$ cat src/rtl/mips_ctrl_pkg.sv
// Shared encodings for the multicycle MIPS sequencer: state codes, opcodes,
// datapath mux selects and the control-word payload.
package mips_ctrl_pkg;

  localparam int unsigned STATE_W  = 4;
  localparam int unsigned OPCODE_W = 6;
  localparam int unsigned ALUOP_W  = 3;
  localparam int unsigned SEL_W    = 2;

  typedef enum logic [STATE_W-1:0] {
    S_RESET    = 4'd0,
    S_FETCH    = 4'd1,
    S_DECODE   = 4'd2,
    S_MEM_ADDR = 4'd3,
    S_MEM_RD   = 4'd4,
    S_MEM_WB   = 4'd5,
    S_MEM_WR   = 4'd6,
    S_R_EXEC   = 4'd7,
    S_R_WB     = 4'd8,
    S_BRANCH   = 4'd9,
    S_JUMP     = 4'd10,
    S_I_EXEC   = 4'd11,
    S_I_WB     = 4'd12
  } state_t;

  typedef enum logic [2:0] {
    CLS_MEM,
    CLS_RTYPE,
    CLS_BRANCH,
    CLS_JUMP,
    CLS_IMM,
    CLS_ILLEGAL
  } op_class_t;

  localparam logic [OPCODE_W-1:0] OP_RTYPE = 6'b000000;
  localparam logic [OPCODE_W-1:0] OP_LW    = 6'b100011;
  localparam logic [OPCODE_W-1:0] OP_SW    = 6'b101011;
  localparam logic [OPCODE_W-1:0] OP_BEQ   = 6'b000100;
  localparam logic [OPCODE_W-1:0] OP_J     = 6'b000010;
  localparam logic [OPCODE_W-1:0] OP_ADDI  = 6'b001000;
  localparam logic [OPCODE_W-1:0] OP_ANDI  = 6'b001100;
  localparam logic [OPCODE_W-1:0] OP_ORI   = 6'b001101;

  localparam logic [ALUOP_W-1:0] ALU_ADD   = 3'b000;
  localparam logic [ALUOP_W-1:0] ALU_SUB   = 3'b001;
  localparam logic [ALUOP_W-1:0] ALU_FUNCT = 3'b010;
  localparam logic [ALUOP_W-1:0] ALU_AND   = 3'b011;
  localparam logic [ALUOP_W-1:0] ALU_OR    = 3'b100;

  localparam logic [SEL_W-1:0] SRCB_REG     = 2'b00;
  localparam logic [SEL_W-1:0] SRCB_FOUR    = 2'b01;
  localparam logic [SEL_W-1:0] SRCB_SEXT    = 2'b10;
  localparam logic [SEL_W-1:0] SRCB_SEXT_SH = 2'b11;

  localparam logic [SEL_W-1:0] PCS_ALU    = 2'b00;
  localparam logic [SEL_W-1:0] PCS_ALUOUT = 2'b01;
  localparam logic [SEL_W-1:0] PCS_JUMP   = 2'b10;

  // One control word per state, fanned out to the datapath.
  typedef struct packed {
    logic               pc_write;
    logic               pc_write_cond;
    logic               iord;
    logic               mem_read;
    logic               mem_write;
    logic               ir_write;
    logic               reg_dst;
    logic               mem_to_reg;
    logic               reg_write;
    logic               alu_src_a;
    logic [SEL_W-1:0]   alu_src_b;
    logic [ALUOP_W-1:0] alu_op;
    logic [SEL_W-1:0]   pc_source;
    logic               unsign;
  } ctrl_t;

endpackage

$ cat src/rtl/mcc_opclass.sv
// Combinational opcode classifier: instruction class plus the ALU op and
// immediate extension mode used by the I-type states.
import mips_ctrl_pkg::*;

module mcc_opclass (
  input  logic [OPCODE_W-1:0] opcode,
  output op_class_t           op_class_c,
  output logic [ALUOP_W-1:0]  imm_alu_op_c,
  output logic                imm_unsign_c
);

  always_comb begin
    op_class_c   = CLS_ILLEGAL;
    imm_alu_op_c = ALU_ADD;
    imm_unsign_c = 1'b0;
    case (opcode)
      OP_LW, OP_SW: op_class_c = CLS_MEM;
      OP_RTYPE:     op_class_c = CLS_RTYPE;
      OP_BEQ:       op_class_c = CLS_BRANCH;
      OP_J:         op_class_c = CLS_JUMP;
      OP_ADDI:      op_class_c = CLS_IMM;
      OP_ANDI: begin
        op_class_c   = CLS_IMM;
        imm_alu_op_c = ALU_AND;
        imm_unsign_c = 1'b1;
      end
      OP_ORI: begin
        op_class_c   = CLS_IMM;
        imm_alu_op_c = ALU_OR;
        imm_unsign_c = 1'b1;
      end
      default: op_class_c = CLS_ILLEGAL;
    endcase
  end

endmodule

$ cat src/rtl/multicycle_control.sv
// Moore sequencer for the multicycle MIPS datapath with a retired-instruction
// counter. Define MCC_STALL_EN to add the mem_ready handshake on RAM states.
import mips_ctrl_pkg::*;

module multicycle_control #(
  parameter int unsigned CNT_W = 32
) (
  input  logic                clk,
  input  logic                reset,
  input  logic [OPCODE_W-1:0] opcode,
  input  logic                zero,
`ifdef MCC_STALL_EN
  input  logic                mem_ready,
`endif
  output logic                pc_write,
  output logic                pc_write_cond,
  output logic                iord,
  output logic                mem_read,
  output logic                mem_write,
  output logic                ir_write,
  output logic                reg_dst,
  output logic                mem_to_reg,
  output logic                reg_write,
  output logic                alu_src_a,
  output logic [SEL_W-1:0]    alu_src_b,
  output logic [ALUOP_W-1:0]  alu_op,
  output logic [SEL_W-1:0]    pc_source,
  output logic                unsign,
  output logic [STATE_W-1:0]  state,
  output logic                illegal,
  output logic [CNT_W-1:0]    instr_count
);

  state_t             cur_state;
  state_t             next_state;
  ctrl_t              ctrl;
  op_class_t          op_class;
  logic [ALUOP_W-1:0] imm_alu_op;
  logic               imm_unsign;
  logic               mem_ok;
  logic               retire_c;

  // The branch decision (zero & pc_write_cond) is formed in the datapath.
  logic unused_zero;
  assign unused_zero = zero;

`ifdef MCC_STALL_EN
  assign mem_ok = mem_ready;
`else
  assign mem_ok = 1'b1;
`endif

  mcc_opclass u_opclass (
    .opcode       (opcode),
    .op_class_c   (op_class),
    .imm_alu_op_c (imm_alu_op),
    .imm_unsign_c (imm_unsign)
  );

  always_ff @(posedge clk or posedge reset) begin
    if (reset) cur_state <= S_RESET;
    else       cur_state <= next_state;
  end

  // Next-state and Moore control decode.
  always_comb begin
    next_state = cur_state;
    ctrl       = '0;
    illegal    = 1'b0;
    case (cur_state)
      S_RESET: next_state = S_FETCH;
      S_FETCH: begin
        ctrl.mem_read  = 1'b1;
        ctrl.ir_write  = 1'b1;
        ctrl.alu_src_b = SRCB_FOUR;
        ctrl.alu_op    = ALU_ADD;
        ctrl.pc_source = PCS_ALU;
        ctrl.pc_write  = mem_ok;
        if (mem_ok) next_state = S_DECODE;
      end
      S_DECODE: begin
        ctrl.alu_src_b = SRCB_SEXT_SH;
        ctrl.alu_op    = ALU_ADD;
        case (op_class)
          CLS_MEM:    next_state = S_MEM_ADDR;
          CLS_RTYPE:  next_state = S_R_EXEC;
          CLS_BRANCH: next_state = S_BRANCH;
          CLS_JUMP:   next_state = S_JUMP;
          CLS_IMM:    next_state = S_I_EXEC;
          default: begin
            next_state = S_FETCH;
            illegal    = 1'b1;
          end
        endcase
      end
      S_MEM_ADDR: begin
        ctrl.alu_src_a = 1'b1;
        ctrl.alu_src_b = SRCB_SEXT;
        ctrl.alu_op    = ALU_ADD;
        next_state     = (opcode == OP_SW) ? S_MEM_WR : S_MEM_RD;
      end
      S_MEM_RD: begin
        ctrl.mem_read = 1'b1;
        ctrl.iord     = 1'b1;
        if (mem_ok) next_state = S_MEM_WB;
      end
      S_MEM_WB: begin
        ctrl.reg_write  = 1'b1;
        ctrl.mem_to_reg = 1'b1;
        next_state      = S_FETCH;
      end
      S_MEM_WR: begin
        ctrl.mem_write = 1'b1;
        ctrl.iord      = 1'b1;
        if (mem_ok) next_state = S_FETCH;
      end
      S_R_EXEC: begin
        ctrl.alu_src_a = 1'b1;
        ctrl.alu_src_b = SRCB_REG;
        ctrl.alu_op    = ALU_FUNCT;
        next_state     = S_R_WB;
      end
      S_R_WB: begin
        ctrl.reg_write = 1'b1;
        ctrl.reg_dst   = 1'b1;
        next_state     = S_FETCH;
      end
      S_BRANCH: begin
        ctrl.alu_src_a     = 1'b1;
        ctrl.alu_src_b     = SRCB_REG;
        ctrl.alu_op        = ALU_SUB;
        ctrl.pc_write_cond = 1'b1;
        ctrl.pc_source     = PCS_ALUOUT;
        next_state         = S_FETCH;
      end
      S_JUMP: begin
        ctrl.pc_write  = 1'b1;
        ctrl.pc_source = PCS_JUMP;
        next_state     = S_FETCH;
      end
      S_I_EXEC: begin
        ctrl.alu_src_a = 1'b1;
        ctrl.alu_src_b = SRCB_SEXT;
        ctrl.alu_op    = imm_alu_op;
        ctrl.unsign    = imm_unsign;
        next_state     = S_I_WB;
      end
      S_I_WB: begin
        ctrl.reg_write = 1'b1;
        ctrl.alu_op    = imm_alu_op;
        ctrl.unsign    = imm_unsign;
        next_state     = S_FETCH;
      end
      default: next_state = S_RESET;
    endcase
  end

  // An instruction retires when its final state hands back to FETCH.
  always_comb begin
    retire_c = 1'b0;
    if (next_state == S_FETCH) begin
      retire_c = cur_state inside {S_MEM_WB, S_MEM_WR, S_R_WB,
                                   S_BRANCH, S_JUMP, S_I_WB};
    end
  end

  always_ff @(posedge clk or posedge reset) begin
    if (reset)         instr_count <= '0;
    else if (retire_c) instr_count <= instr_count + CNT_W'(1);
  end

  assign pc_write      = ctrl.pc_write;
  assign pc_write_cond = ctrl.pc_write_cond;
  assign iord          = ctrl.iord;
  assign mem_read      = ctrl.mem_read;
  assign mem_write     = ctrl.mem_write;
  assign ir_write      = ctrl.ir_write;
  assign reg_dst       = ctrl.reg_dst;
  assign mem_to_reg    = ctrl.mem_to_reg;
  assign reg_write     = ctrl.reg_write;
  assign alu_src_a     = ctrl.alu_src_a;
  assign alu_src_b     = ctrl.alu_src_b;
  assign alu_op        = ctrl.alu_op;
  assign pc_source     = ctrl.pc_source;
  assign unsign        = ctrl.unsign;
  assign state         = cur_state;

endmodule

$ cat config.mk
export PLATFORM = sky130hd
export DESIGN_NAME = multicycle_control
export DESIGN_NICKNAME = d
export VERILOG_FILES = /design/src/rtl/mips_ctrl_pkg.sv /design/src/rtl/mcc_opclass.sv /design/src/rtl/multicycle_control.sv
export SDC_FILE = /design/constraint.sdc
export NUM_CORES = 1
export LEC_CHECK = 0
export CORE_AREA = 8 8 71 73
export CTS_CLUSTER_SIZE = 16
export DETAILED_ROUTE_END_ITERATION = 12
export DIE_AREA = 0 0 79 81
export DONT_BUFFER_PORTS = 1
export PLACE_DENSITY = 0.71
export SETUP_SLACK_MARGIN = 0.02
export SKIP_CTS_REPAIR_TIMING = 1
export SLEW_MARGIN = 20
export SYNTH_ARGS = -nofsm -noshare
export SYNTH_HDL_FRONTEND = slang
export SYNTH_SLANG_ARGS = --single-unit
$ cat constraint.sdc
create_clock -name clk -period 2.35 [get_ports clk]
set_clock_uncertainty 0.2 [all_clocks]
set_input_delay 0.705 -clock clk [delete_from_list [all_inputs] [get_ports clk]]
set_output_delay 0.705 -clock clk [all_outputs]
set_load 0.02 [all_outputs]
==> metrics.md, run 1 <==
| Metric | Value |
|---|---|
| Area Growth Syn to Fin | `27.1%` |
| Worst setup EP type | `output pin` |
| Async SR Flop Fraction | `100%` |
| CP Launch Point | `opcode[1]` |
| Worst Path Max Fanout | `7` |
| Final Hold Viols | `0` |
| DP Worst Slack | `-258 ps` |
| Period minus WS final | `2570 ps` |
| Int Power | `1440 uW` |
| Post-DP HPWL | `3880 um` |
| H-tree depth | `2` |
| HP Class | `primary input to asynchronous set/reset pin` |
| Antenna Nets Post-Route | `0` |
| Vias/cell | `5.64` |
| Initial antenna violation count | `0` |
| Row cnt | `23` |
| Data required, critical path | `1440 ps` |
| Final core occ | `67.9%` |
| Die Wd | `79 um` |
| Pin count of the biggest net entering global routing | `37` |
| Synth Area in XOR/XNOR | `13.4%` |
| Sw Ratio | `42.0%` |
| RSZ-0062 raised after global routing | `true` |
| Leakage | `0.00120 uW` |
| Remaining global-route overflow | `0` |
| Adder-Cell Fraction of Synth Area | `0.599%` |
| Vias | `1737` |
| Multiplexer area fraction after synthesis | `1.50%` |
| Die area | `6400 um^2` |
| DR pass1 iterations | `4` |
| Total GRT Usage | `16.4%` |
| Drt wl/cell | `16.9 um` |
| Drt first-iter violations | `72` |
| Synthesized cell area | `2090 um^2` |
| Sequential group share of total power | `30.6%` |
| Clk sinks | `36` |
| Initial Util | `53.4%` |
| I/O pin total | `64` |
| Number of synthesized register bits | `36` |
| Sw power | `1040 uW` |
| Final Setup Violations | `4` |
| CTS clk-pin slew, worst paths | `70 ps` |
| Logic pwr share | `51.6%` |
| Placed inst area | `2430 um^2` |
| Fin area | `2660 um^2` |
| Syn avg cell area | `9.54 um^2` |
| Cell Chain, Critical Path | `or4_4 > nor3_4 > nand2_2 > o21ai_4` |
| Violated checks | `negative setup slack` |
| Max-Cap Viols | `0` |
| Cells after Synth | `219` |
| Gp weighted congestion | `0.809` |
| Crit path kind | `primary input to output pin` |
| First-pass GRT wire length | `8450 um` |
| Final setup margin | `-220 ps` |
| CP bufs+invs | `0` |
| Area fraction in compound gates after synthesis | `8.98%` |
| Register area share after synthesis | `43.1%` |
| Launch point of the worst reg-to-reg path | `state[2]` |
| Yosys warning count | `0` |
| Commonest non-fill, non-tap cell in the layout | `buf_4` |
| CTS tree | `built` |
| Critical path's slowest cell | `or4_4` |
| Worst Tran Pin Value | `668 ps` |
| Die Height | `81 um` |
| Max incr delay on CP | `560 ps` |
| Top delay family on crit path | `simple AND/OR/NAND/NOR gates` |
| Max_slew headroom | `55.1%` |
| Internal reg-to-reg setup slack | `210 ps` |
| Clk Latency, worst-skew pair | `280 ps` |
| Synth Net Count | `229` |
| Post-route DRC | `0` |
| Max-slew violation count | `0` |
| Tcrit/Tclk final | `109%` |
| Largest family of logic cells by synthesized area | `simple AND/OR/NAND/NOR gates` |
| Layout cell share with drive strength beyond 1 | `33.7%` |
| Simple-gate portion of the synthesized area | `27.4%` |
| Worst path arrival time | `1670 ps` |
| IO Port Bufs | `0` |
| Most frequent cells in the layout | `35 x buf_4, 34 x dfrtp_1, 22 x nor2_1` |
| CTS buffer count | `5` |
| Worst reg2reg path endpoint | `instr_count[19]` |
| Clock power share | `17.8%` |
| Vias in the first global route | `1710` |
| FMAX | `389 MHz` |
| Yosys cell types | `45` |
| # diodes | `0` |
| P per Cell Area | `933 nW/um^2` |
| Root Buffer | `clkbuf_8` |
| Core ar. | `3910 um^2` |
| CTS Buffer Depth | `2` |
| Layout Nets | `267` |
| Number of synthesized flops with an enable pin | `0` |
| Peak supply drop | `0.809 mV` |
| Routed WL | `5200 um` |
| Status | `finished with violations` |
| Top_reg_cell synth | `dfrtp_1` |
| FF-to-FF path depth | `6` |
| Setup crit start kind | `primary input` |
## worst max-delay path by stage
stage | cells past startpoint | end
floorplan | 4 | alu_op[0]
global placement | 4 | alu_op[0]
detailed placement | 4 | alu_op[0]
CTS | 4 | alu_op[0]
global route | 5 | alu_op[0]
finish | 4 | alu_op[0]
## cells by family after synthesis
group                    count (synthesis)
AO/OA/AOI/OAI                           26
XOR/XNOR                                32
adder cells (fa/ha/maj)                  1
buffers and inverters                   22
flip-flops                              36
multiplexers                             3
AND/OR/NAND/NOR                         99
## sequential cells by signal, summed over array words and instances, names as in the netlist
signal,cells
instr_count,32
state,4
## worst register-to-register path, stage by stage (launching register included)
cell	delay, ps
dfrtp_2	460
buf_4	160
o21a_4	140
nor2_1	60
or4_4	660
nor3_2	220
xor2_1	170
## area by class of cell
class	instances	area [um^2]
fill	314	1260
multi-input combinational	161	1230
sequential	36	903
timing repair buffer	40	323
clock buffer	8	90.1
tap	50	62.6
inverter	13	48.8
## per-layer routing
metal | share of wire [%] | GRT usage [%] | wire (um)
met5 | 0 | 0 | 0
met4 | 0.37 | 3.89 | 19
met3 | 9.6 | 7.73 | 501
met2 | 51 | 27.0 | 2660
met1 | 39 | 18.9 | 2020
## power groups by stage
stage	logic, uW	clock network, uW	registers (uW)
after floorplan	718	0	846
after global placement	1100	0	768
after detailed placement	1100	0	771
after CTS	1110	456	761
after global routing	1380	494	770
final	1280	442	759
## cell usage after synthesis (5+ instances only)
cell type | instances | area share (%)
inv_1 | 13 | 2.3
o21ai_0 | 5 | 1.2
dfrtp_1 | 36 | 43
xor2_1 | 14 | 5.9
nor3_2 | 8 | 3.8
xnor2_1 | 18 | 7.5
nand2_1 | 22 | 4.0
nand3_1 | 8 | 1.9
a21oi_1 | 5 | 1.2
nand4_1 | 8 | 2.4
nor3_1 | 11 | 2.6
nor2_1 | 24 | 4.3
## stage by stage
step	power (uW)	hold slack [ps]	instances	TNS, ps
final	2480	214	308	-808
after CTS	2320	225	304	-1850
after global placement	1860	395	296	-892
after global routing	2640	246	308	-1160
after detailed placement	1870	404	296	-917
after floorplan	1560	378	219	-1130
No activity file was read; power rests on OpenSTA's default activity.
==> inputs of run 2 (changes only) <==
--- a/config.mk
+++ b/config.mk
@@ -5,12 +5,11 @@
 export SDC_FILE = /design/constraint.sdc
 export NUM_CORES = 1
 export LEC_CHECK = 0
-export CORE_AREA = 8 8 71 73
+export CORE_AREA = 8 8 82 84
 export CTS_CLUSTER_SIZE = 16
 export DETAILED_ROUTE_END_ITERATION = 12
-export DIE_AREA = 0 0 79 81
+export DIE_AREA = 0 0 90 92
 export DONT_BUFFER_PORTS = 1
-export PLACE_DENSITY = 0.71
 export SETUP_SLACK_MARGIN = 0.02
 export SKIP_CTS_REPAIR_TIMING = 1
 export SLEW_MARGIN = 20
==> metrics.md, run 2 (synthesis gave the netlist of run 1 again) <==
| Metric | Value |
|---|---|
| Non-filler cells, final | `334 (+8.4%)` |
| Layout cell share with drive strength beyond 1 | `35.1% (+1.4 points)` |
| Peak supply drop | `0.605 mV (-25%)` |
| H-tree depth | `2 (unchanged)` |
| Initial Util | `38.7% (-15 points)` |
| IO Port Bufs | `0 (unchanged)` |
| Max incr delay on CP | `560 ps (about the same)` |
| P per Cell Area | `931 nW/um^2 (-0.20%)` |
| Clk Latency, worst-skew pair | `280 ps (about the same)` |
| FMAX | `390 MHz (+0.11%)` |
| Worst path arrival time | `1660 ps (about the same)` |
| Period minus WS final | `2570 ps (-2.93 ps)` |
| Drt wl/cell | `15.6 um (-7.3%)` |
| Leakage | `0.00122 uW (+1.3%)` |
| CTS Buffer Depth | `2 (unchanged)` |
| Top delay family on crit path | `simple AND/OR/NAND/NOR gates` |
| Int Power | `1470 uW (+2.1%)` |
| Vias in the first global route | `1717 (+0.41%)` |
| Sw Ratio | `42.2% (+0.20 points)` |
| Routed WL | `5220 um (+0.48%)` |
| Tcrit/Tclk final | `109% (-0.12 points)` |
| Root Buffer | `clkbuf_8` |
| Final setup margin | `-217 ps (+2.93 ps)` |
| Sequential group share of total power | `29.9% (-0.7 points)` |
| Critical path's slowest cell | `or4_4` |
| Die Wd | `90 um (+14%)` |
| CTS buffer count | `5 (unchanged)` |
| Fillers | `508 (+62%)` |
| I/O pin total | `64 (unchanged)` |
| Initial antenna violation count | `0 (unchanged)` |
| CTS tree | `built` |
| Status | `finished with violations` |
| Most frequent cells in the layout | `38 x buf_4, 33 x dfrtp_1, 21 x nor2_1` |
| Antenna Nets Post-Route | `0 (unchanged)` |
| Setup crit start kind | `primary input` |
| Drt first-iter violations | `34 (-53%)` |
| Max-Cap Viols | `0 (unchanged)` |
| Total Power | `2540 uW (+2.5%)` |
| Die Height | `92 um (+14%)` |
| Sw power | `1070 uW (+3.0%)` |
| Area Growth Syn to Fin | `30.5%` |
| Remaining global-route overflow | `0 (unchanged)` |
| # diodes | `0 (unchanged)` |
| Layout Nets | `271 (+1.5%)` |
| Cell Chain, Critical Path | `or4_4 > nor3_4 > nand2_2 > o21ai_4` |
| Crit path kind | `primary input to output pin` |
| HP Class | `primary input to asynchronous set/reset pin` |
| Pin count of the biggest net entering global routing | `37 (unchanged)` |
| Commonest non-fill, non-tap cell in the layout | `buf_4` |
| Gp weighted congestion | `0.770 (-4.7%)` |
| Max FFs per register | `32 (unchanged)` |
| Clock power share | `17.7% (about the same)` |
| Vias/cell | `5.21 (-7.6%)` |
| CTS clk-pin slew, worst paths | `70 ps (about the same)` |
| Max-slew violation count | `0 (unchanged)` |
| Max_slew headroom | `63.4% (+8.3 points)` |
| Die area | `8280 um^2 (+29%)` |
| Largest register by flop count | `instr_count` |
| Core ar. | `5410 um^2 (+38%)` |
| Row cnt | `27 (+17%)` |
| RSZ-0062 raised after global routing | `true` |
| Worst Tran Pin Value | `544 ps (-124 ps)` |
| Post-route DRC | `0 (unchanged)` |
| Clk sinks | `36 (unchanged)` |
| Final Hold Viols | `0 (unchanged)` |
| Final Setup Violations | `7 (+3)` |
| Placed Cells | `323 (+9.1%)` |
| Vias | `1740 (+0.17%)` |
| Worst Path Max Fanout | `4 (-3)` |
| CP bufs+invs | `0 (unchanged)` |
| DR pass1 iterations | `4 (unchanged)` |
| Violated checks | `negative setup slack` |
| Logic pwr share | `52.4% (+0.8 points)` |
| Worst setup EP type | `output pin` |
| Total GRT Usage | `12.7% (-3.6 points)` |
| First-pass GRT wire length | `8650 um (+2.5%)` |
| Data required, critical path | `1440 ps (about the same)` |
| Post-DP HPWL | `3920 um (+0.87%)` |
==> run 2: power by group through the flow <==
stage | logic (uW) | registers, uW | clock network (uW)
final | 1330 | 761 | 450
after global routing | 1440 | 770 | 500
after CTS | 1150 | 755 | 469
after detailed placement | 1140 | 767 | 0
after global placement | 1130 | 766 | 0
after floorplan | 718 | 846 | 0
==> run 2: layer usage <==
| layer | up-vias | global-route usage [%] | routed length (um) |
|---|---|---|---|
| met5 | - | 0 | 0 |
| met4 | 0 | 3.74 | 65 |
| met3 | 6 | 5.13 | 454 |
| met2 | 54 | 20.4 | 2520 |
| met1 | 831 | 15.4 | 2190 |
| li1 | 849 | - | - |
==> run 2: worst paths after layout <==
check	from	endpoint	slack (ps)	cells after the start
min reg2reg	instr_count[13]	instr_count[13]	410	2
min in group clk	instr_count[13]	instr_count[13]	410	2
max in group asynchronous	reset	state[2]	1380	2
max reg2reg	state[0]	instr_count[30]	290	6
max	opcode[4]	alu_op[1]	-220	4
min	reset	instr_count[28]	220	2
==> run 2: through the flow <==
| stage | area (um^2) | util, % | hold slack (ps) | setup TNS, ps | worst slack, ps |
|---|---|---|---|---|---|
| after CTS | 2590 | 48.0 | 223 | -1890 | -264 |
| after global placement | 2500 | 46.3 | 396 | -919 | -259 |
| after floorplan | 2160 | - | 378 | -1130 | -361 |
| final | 2730 | 50.5 | 219 | -808 | -217 |
| after detailed placement | 2500 | 46.3 | 405 | -915 | -261 |
| after global routing | 2730 | 50.5 | 251 | -1480 | -240 |
==> run 2: layout make-up <==
type / instances / area [um^2] / share of cell area [%]
clock buffers: 7 / 86.3 / 3.17
clock inverters: 1 / 7.51 / 0.275
inverters: 13 / 48.8 / 1.79
multi-input cells: 161 / 1230 / 45.2
flip-flops and latches: 36 / 905 / 33.2
well taps: 72 / 90.1 / 3.30
repair buffers: 44 / 357 / 13.1
